==> config.mk <==
export PLATFORM = sky130hd
export DESIGN_NAME = fpu_operand_feeder_flat
export DESIGN_NICKNAME = d
export VERILOG_FILES = /design/src/rtl/fpu_operand_feeder_if.sv /design/src/rtl/fpu_operand_feeder.sv /design/src/flat_wrapper.sv
export SDC_FILE = /design/constraint.sdc
export NUM_CORES = 1
export LEC_CHECK = 0
export BUFFER_PORTS_ARGS = -buffer_cell sky130_fd_sc_hd__buf_2
export CAP_MARGIN = 20
export CORE_ASPECT_RATIO = 1.75
export CORE_MARGIN = 2
export CORE_UTILIZATION = 45
export CTS_CLUSTER_DIAMETER = 200
export DETAILED_ROUTE_END_ITERATION = 6
export HOLD_SLACK_MARGIN = 0.12
export PLACE_DENSITY = 0.74
export SLEW_MARGIN = 5
export SYNTH_ARGS = -nofsm -noshare
export SYNTH_HDL_FRONTEND = slang
export SYNTH_SLANG_ARGS = --single-unit
==> constraint.sdc <==
create_clock -name clk -period 4 [get_ports clk]
set_input_delay 0.4 -clock clk [delete_from_list [all_inputs] [get_ports clk]]
set_output_delay 0.4 -clock clk [all_outputs]
set_load 0.05 [all_outputs]
==> src/rtl/fpu_operand_feeder_if.sv <==
// Handshake and operand/result bus of the FPU operand feeder.
// slave  : the feeder itself.
// master : the environment (upstream source, adder and downstream sink).
interface fpu_operand_feeder_if;
  logic        in_valid;
  logic        in_ready;
  logic [15:0] in_a;
  logic [15:0] in_b;
  logic [15:0] Asem;
  logic [15:0] Bsem;
  logic [15:0] Rsem;
  logic        out_valid;
  logic        out_ready;
  logic [15:0] out_result;
  logic [7:0]  op_count;

  modport slave (
    input  in_valid, in_a, in_b, Rsem, out_ready,
    output in_ready, Asem, Bsem, out_valid, out_result, op_count
  );

  modport master (
    output in_valid, in_a, in_b, Rsem, out_ready,
    input  in_ready, Asem, Bsem, out_valid, out_result, op_count
  );
endinterface

==> src/rtl/fpu_operand_feeder.sv <==
// FPU operand feeder: buffers half-precision operand pairs in a 4-entry FIFO,
// presents one pair at a time to an external combinational adder, and
// registers the sum for a valid/ready downstream.
//
// Compile-time option:
//   FPU_NAN_BYPASS_EN - when defined, a NaN on either registered operand
//                       forces the result to the canonical quiet NaN 16'h7E00
//                       instead of the adder output. Timing is unchanged.
//
// state  | meaning
// IDLE   | no pair in flight; pops the FIFO head as soon as one is present
// SETTLE | operands registered, adder output settling; captured next edge
// HOLD   | result valid, waiting for out_ready
module fpu_operand_feeder (
  input  logic                        clk,
  input  logic                        rst_n,
  fpu_operand_feeder_if.slave         bus
);

  typedef enum logic [1:0] {
    IDLE   = 2'd0,
    SETTLE = 2'd1,
    HOLD   = 2'd2
  } state_t;

  state_t      state_q;
  state_t      state_d;

  logic [31:0] fifo_mem [0:3];
  logic [1:0]  wr_ptr;
  logic [1:0]  rd_ptr;
  logic [2:0]  fifo_cnt;
  logic        fifo_full;
  logic        fifo_empty;
  logic        push;
  logic        pop;

  logic        capture;
  logic        release_res;

  logic [15:0] asem_q;
  logic [15:0] bsem_q;
  logic [15:0] result_q;
  logic        out_valid_q;
  logic [7:0]  op_count_q;
  logic [15:0] result_d;

  assign fifo_full  = (fifo_cnt == 3'd4);
  assign fifo_empty = (fifo_cnt == 3'd0);
  // Full is evaluated on the registered count, so a pop in the same cycle
  // cannot open a slot for a push until the following cycle.
  assign push       = bus.in_valid && !fifo_full;

  assign bus.in_ready   = !fifo_full;
  assign bus.Asem       = asem_q;
  assign bus.Bsem       = bsem_q;
  assign bus.out_result = result_q;
  assign bus.out_valid  = out_valid_q;
  assign bus.op_count   = op_count_q;

`ifdef FPU_NAN_BYPASS_EN
  function automatic logic is_nan(input logic [15:0] h);
    return (h[14:10] == 5'h1F) && (h[9:0] != 10'd0);
  endfunction

  assign result_d = (is_nan(asem_q) || is_nan(bsem_q)) ? 16'h7E00 : bus.Rsem;
`else
  assign result_d = bus.Rsem;
`endif

  // FIFO storage; contents need no reset because count gates every read.
  always_ff @(posedge clk) begin
    if (push) begin
      fifo_mem[wr_ptr] <= {bus.in_a, bus.in_b};
    end
  end

  // FIFO pointers and occupancy; 2-bit pointers wrap naturally 3 -> 0.
  always_ff @(posedge clk or negedge rst_n) begin
    if (!rst_n) begin
      wr_ptr   <= 2'd0;
      rd_ptr   <= 2'd0;
      fifo_cnt <= 3'd0;
    end else begin
      if (push) begin
        wr_ptr <= wr_ptr + 2'd1;
      end
      if (pop) begin
        rd_ptr <= rd_ptr + 2'd1;
      end
      case ({push, pop})
        2'b10:   fifo_cnt <= fifo_cnt + 3'd1;
        2'b01:   fifo_cnt <= fifo_cnt - 3'd1;
        default: fifo_cnt <= fifo_cnt;
      endcase
    end
  end

  // FSM state register.
  always_ff @(posedge clk or negedge rst_n) begin
    if (!rst_n) begin
      state_q <= IDLE;
    end else begin
      state_q <= state_d;
    end
  end

  // FSM next state and control strobes.
  always_comb begin
    state_d     = state_q;
    pop         = 1'b0;
    capture     = 1'b0;
    release_res = 1'b0;
    case (state_q)
      IDLE: begin
        if (!fifo_empty) begin
          pop     = 1'b1;
          state_d = SETTLE;
        end
      end
      SETTLE: begin
        capture = 1'b1;
        state_d = HOLD;
      end
      HOLD: begin
        if (out_valid_q && bus.out_ready) begin
          release_res = 1'b1;
          if (!fifo_empty) begin
            pop     = 1'b1;
            state_d = SETTLE;
          end else begin
            state_d = IDLE;
          end
        end
      end
      default: state_d = IDLE;
    endcase
  end

  // Operand registers feeding the adder; loaded only on a pop.
  always_ff @(posedge clk or negedge rst_n) begin
    if (!rst_n) begin
      asem_q <= 16'h0000;
      bsem_q <= 16'h0000;
    end else if (pop) begin
      asem_q <= fifo_mem[rd_ptr][31:16];
      bsem_q <= fifo_mem[rd_ptr][15:0];
    end
  end

  // Result register, valid flag and consumed-result counter.
  always_ff @(posedge clk or negedge rst_n) begin
    if (!rst_n) begin
      result_q    <= 16'h0000;
      out_valid_q <= 1'b0;
      op_count_q  <= 8'd0;
    end else begin
      if (capture) begin
        result_q    <= result_d;
        out_valid_q <= 1'b1;
      end else if (release_res) begin
        out_valid_q <= 1'b0;
      end
      if (release_res) begin
        op_count_q <= op_count_q + 8'd1;
      end
    end
  end

endmodule

==> src/flat_wrapper.sv <==
// flat-port wrapper written by rule: the top's interface ports become plain ports
module fpu_operand_feeder_flat 
  (clk, rst_n, bus_in_valid, bus_in_a, bus_in_b, bus_Rsem, bus_out_ready, bus_in_ready, bus_Asem, bus_Bsem, bus_out_valid, bus_out_result, bus_op_count);
  fpu_operand_feeder_if bus_i ();
  input  logic clk;
  input  logic rst_n;
  input wire logic [$bits(bus_i.in_valid)-1:0] bus_in_valid;
  input wire logic [$bits(bus_i.in_a)-1:0] bus_in_a;
  input wire logic [$bits(bus_i.in_b)-1:0] bus_in_b;
  input wire logic [$bits(bus_i.Rsem)-1:0] bus_Rsem;
  input wire logic [$bits(bus_i.out_ready)-1:0] bus_out_ready;
  output wire logic [$bits(bus_i.in_ready)-1:0] bus_in_ready;
  output wire logic [$bits(bus_i.Asem)-1:0] bus_Asem;
  output wire logic [$bits(bus_i.Bsem)-1:0] bus_Bsem;
  output wire logic [$bits(bus_i.out_valid)-1:0] bus_out_valid;
  output wire logic [$bits(bus_i.out_result)-1:0] bus_out_result;
  output wire logic [$bits(bus_i.op_count)-1:0] bus_op_count;
  assign bus_i.in_valid = bus_in_valid;
  assign bus_i.in_a = bus_in_a;
  assign bus_i.in_b = bus_in_b;
  assign bus_i.Rsem = bus_Rsem;
  assign bus_i.out_ready = bus_out_ready;
  assign bus_in_ready = bus_i.in_ready;
  assign bus_Asem = bus_i.Asem;
  assign bus_Bsem = bus_i.Bsem;
  assign bus_out_valid = bus_i.out_valid;
  assign bus_out_result = bus_i.out_result;
  assign bus_op_count = bus_i.op_count;
  fpu_operand_feeder u_core (.clk(clk), .rst_n(rst_n), .bus(bus_i));
endmodule
==> parameters.txt <==
Parameter                              Value

Status
  Status    complete, no violations

Clocking
  Clock latency at the later pin of the worst-skew pair    0.43 ns
  Post-CTS Setup Repair Bufs    0
  CTS sink count    194
  Clock-pin slew reported for the worst setup and hold paths after clock tree synthesis    0.07 ns
  Number of buffers on the longest clock path    2
  Number of buffers added to fix hold violations after cts    0
  Number of H-tree branching levels    4
  Clock Root Buffer    sky130_fd_sc_hd__clkbuf_16
  Clock tree from TritonCTS    yes
  Clock buffers created by TritonCTS    17
  PostCTS Resize Cnt    0

Routing
  Vias per inst    5.32
  Number of nets still failing antenna checks after routing    0
  Final WL    13.2 mm
  Pre-Repair DR Iteration Count    4
  Count of routing violations after the opening detailed-route iteration    197
  Wire length per cell    19.8 microns
  Residual DRC    0
  Detailed-route via count    3,554

Setup path
  First element of the critical path    u_core.fifo_cnt[0]
  Critical path data required time    4.35 ns
  Data arrival time of the critical path    2.62 ns
  Reg2reg start    u_core.fifo_cnt[0]
  Capturing instance or port of the critical path    u_core.fifo_cnt[2]
  Capture point of the worst reg-to-reg path    u_core.fifo_cnt[2]
  Maximum net fanout on the critical path    6
  Reg2Reg Depth    9
  Setup crit end kind    flip-flop
  Slack of the worst reg-to-reg path    1.73 ns
  WS Path Type    reg2reg
  Crit path launch type    flip-flop

Timing
  Total count of max-transition violations in the final report    0
  Total setup violations reported at the end of the flow    0
  Max Clock Freq    440 MHz
  Measured slew at the worst slew-check pin    0.925 ns
  Clock Skews    0.00673 ns
  Share of the clock period used by the worst path    56.8%
  Final total negative setup slack    0 ns
  Clock period minus final worst setup slack    2.27 ns
  RSZ-0062 raised after global routing    no
  Final-report hold violation count    0
  Relative max-transition margin    38.3%

Logic synthesis
  Ys flop type    sky130_fd_sc_hd__edfxtp_1
  Synthesized area    7450 sq um
  Sequential fraction of the synthesis area    73.7%
  Main combinational cell family by area after synthesis    multiplexers
  Share of the synthesized area in the top cell type    51.6%
  Synth warnings    0
  Syn_area_per_cell    21.7 sq um
  Xor-xnor portion of the synthesized cell area    1.53%
  Library cell occupying the most area in the post-synthesis netlist    sky130_fd_sc_hd__edfxtp_1
  Simple-gate area share of the yosys netlist    2.18%
  Mux cell area share after synthesis    19.0%
  Number of nets produced by synthesis    403
  Area fraction in compound gates after synthesis    0.453%
  Proportion of synthesized flip-flops having asynchronous set or reset    34.0%
  Most instantiated library cell after synthesis    sky130_fd_sc_hd__edfxtp_1
  Number of synthesized register bits    194
  Most common library cells after synthesis    sky130_fd_sc_hd__edfxtp_1 (128), sky130_fd_sc_hd__dfrtp_1 (66), sky130_fd_sc_hd__mux2_4 (29), sky130_fd_sc_hd__mux4_2 (28), sky130_fd_sc_hd__mux2_2 (16)
  Post-Synth Adder-Cell Area    1.28%
  Count of flip-flops with a built-in enable after synthesis    128
  Unique cell type count in the Yosys netlist    33
  Area contributors post-synth    sky130_fd_sc_hd__edfxtp_1 (52%), sky130_fd_sc_hd__dfrtp_1 (22%), sky130_fd_sc_hd__mux4_2 (8.5%), sky130_fd_sc_hd__mux2_4 (5.8%), sky130_fd_sc_hd__mux2_2 (2.4%)
  Syn Inst Count    344

Die
  Core footprint    16,300 sq um
  Number of top-level pins    110
  Die Height    174 microns
  Placement Rows    62
  Die Footprint    17,600 sq um
  Initial cell density of the core    45.7%
  Width of the die    101 microns

Power and ir drop
  Share of total power in the clock network    20.3%
  Net Sw Frac    37.2%
  Seq pwr share    40.1%
  Total power per unit cell area    903 nW/um^2
  Largest voltage drop on the vdd net    0.000398 V
  Power Internal    4.95 mW
  Comb pwr share    39.6%
  Leakage component of the power    3.44 nW
  Net Switching    2.93 mW

Global routing
  Remaining Overflow, GRT    0
  Busiest layer in global routing    met2
  Number of antenna violations at the first check in global routing    1
  Overall global routing resource usage    15.9%
  Pin count of the biggest net entering global routing    67
  First-pass GRT wire length    20.7 mm
  Number of global-route vias before repair    3,974
  Met2 Track Usage GR    28.4%
  Global-route met1 utilization    16.9%
  GR Layer Usage met3    4.26%

Placed design
  Routability-driven placement congestion ratio    0.749
  Hpwl dp    8.21 mm
  I/O Buffers    109

Flow run
  Max-cap check violation count    0

Cells and area
  Post-synthesis to final-layout area growth    17.1%
  Net count reported at finish    521
  Layout cell share with drive strength beyond 1    46.5%
  End-of-flow core utilization    53.6%

Worst hold path
  Type of the most critical hold path    in2async
## logic make-up (layout without fill, tap and decap cells)
group	count (synthesis)	after routing
compound gates	3	3
other cells	0	1
buf+inv	20	151
mux	83	83
simple gates	24	24
flops	194	194
xor+xnor	13	13
fa+ha+maj	7	7
## cells in the final DEF, fill, tap and decap left out, drive strengths merged, types with 2 or more instances in the layout
cell      instances
nor2              5
edfxtp          128
a21o              2
dfrtp            66
nand2             2
buf             111
clkinv            7
xor2             10
clkbuf           19
ha                6
mux4             32
and3              4
xnor2             3
inv               8
nand3             3
clkinvlp          4
mux2             50
bufinv            2
nor3              5
## power by group through the flow
stage	logic, mW	clock network [mW]	registers (mW)
after detailed placement	3.17	0	3.21
after CTS	3.17	1.62	3.17
after global routing	3.30	1.70	3.23
after global placement	2.98	0	3.25
after floorplan	1.67	0	4.00
final	3.12	1.60	3.16
## flip-flops by register name, summed over array words and instances, names as in the netlist, 2 cells and up
register / count
u_core.wr_ptr: 2
u_core.rd_ptr: 2
u_core.bus.Bsem: 16
u_core.fifo_cnt: 3
u_core.state_q: 2
u_core.fifo_mem: 128
u_core.bus.op_count: 8
u_core.bus.Asem: 16
u_core.bus.out_result: 16
## critical path, cell delays in order, from the launching register on
cell	delay [ns]
sky130_fd_sc_hd__dfrtp_1	0.42
sky130_fd_sc_hd__or3b_1	0.47
sky130_fd_sc_hd__and2_4	0.21
sky130_fd_sc_hd__inv_1	0.06
sky130_fd_sc_hd__ha_1	0.18
sky130_fd_sc_hd__inv_1	0.07
sky130_fd_sc_hd__fa_1	0.37
sky130_fd_sc_hd__xor2_1	0.15
sky130_fd_sc_hd__nor2_1	0.11
sky130_fd_sc_hd__xor2_1	0.16
## cell type report
cell class	instances	area [sq um]
Clock buffer	19	433
Tap cell	192	240
Fill cell	1267	7560
Sequential cell	194	5500
Multi-Input combinational cell	130	1830
Antenna cell	1	2.50
Inverter	8	30.0
Timing Repair Buffer	111	576
Clock inverter	13	119
## metrics by stage
step / hold WS [ns] / total power [mW] / setup WS [ns] / cell area, sq um / instances
2_1_floorplan: 0.104 / 5.67 / 1.57 / 7450 / 344
3_3_place_gp: 0.453 / 6.23 / 1.78 / 8150 / 634
6_report: 0.0946 / 7.88 / 1.73 / 8730 / 668
4_1_cts: 0.130 / 7.97 / 1.70 / 8720 / 667
5_1_grt: 0.169 / 8.23 / 1.56 / 8730 / 668
3_5_place_dp: 0.481 / 6.37 / 1.72 / 8170 / 635
## worst min path at each step
stage                           startpoint                       end  slack (ns)  cells after the start
CTS                                  rst_n  u_core.bus.out_result[6]        0.13                      1
detailed placement  u_core.bus.op_count[7]    u_core.bus.op_count[7]        0.48                      1
global placement    u_core.bus.op_count[7]    u_core.bus.op_count[7]        0.45                      1
floorplan                            rst_n        u_core.bus.Asem[0]        0.10                      0
finish                               rst_n        u_core.bus.Bsem[1]        0.09                      1
global route                         rst_n        u_core.bus.Bsem[1]        0.17                      1
## routing by layer
| layer | vias up | wire length (microns) |
|---|---|---|
| met2 | 110 | 7360 |
| met5 | - | 0 |
| met4 | 0 | 400 |
| met3 | 27 | 564 |
| li1 | 1572 | - |
| met1 | 1845 | 4920 |
No activity file was read; power rests on OpenSTA's default activity.
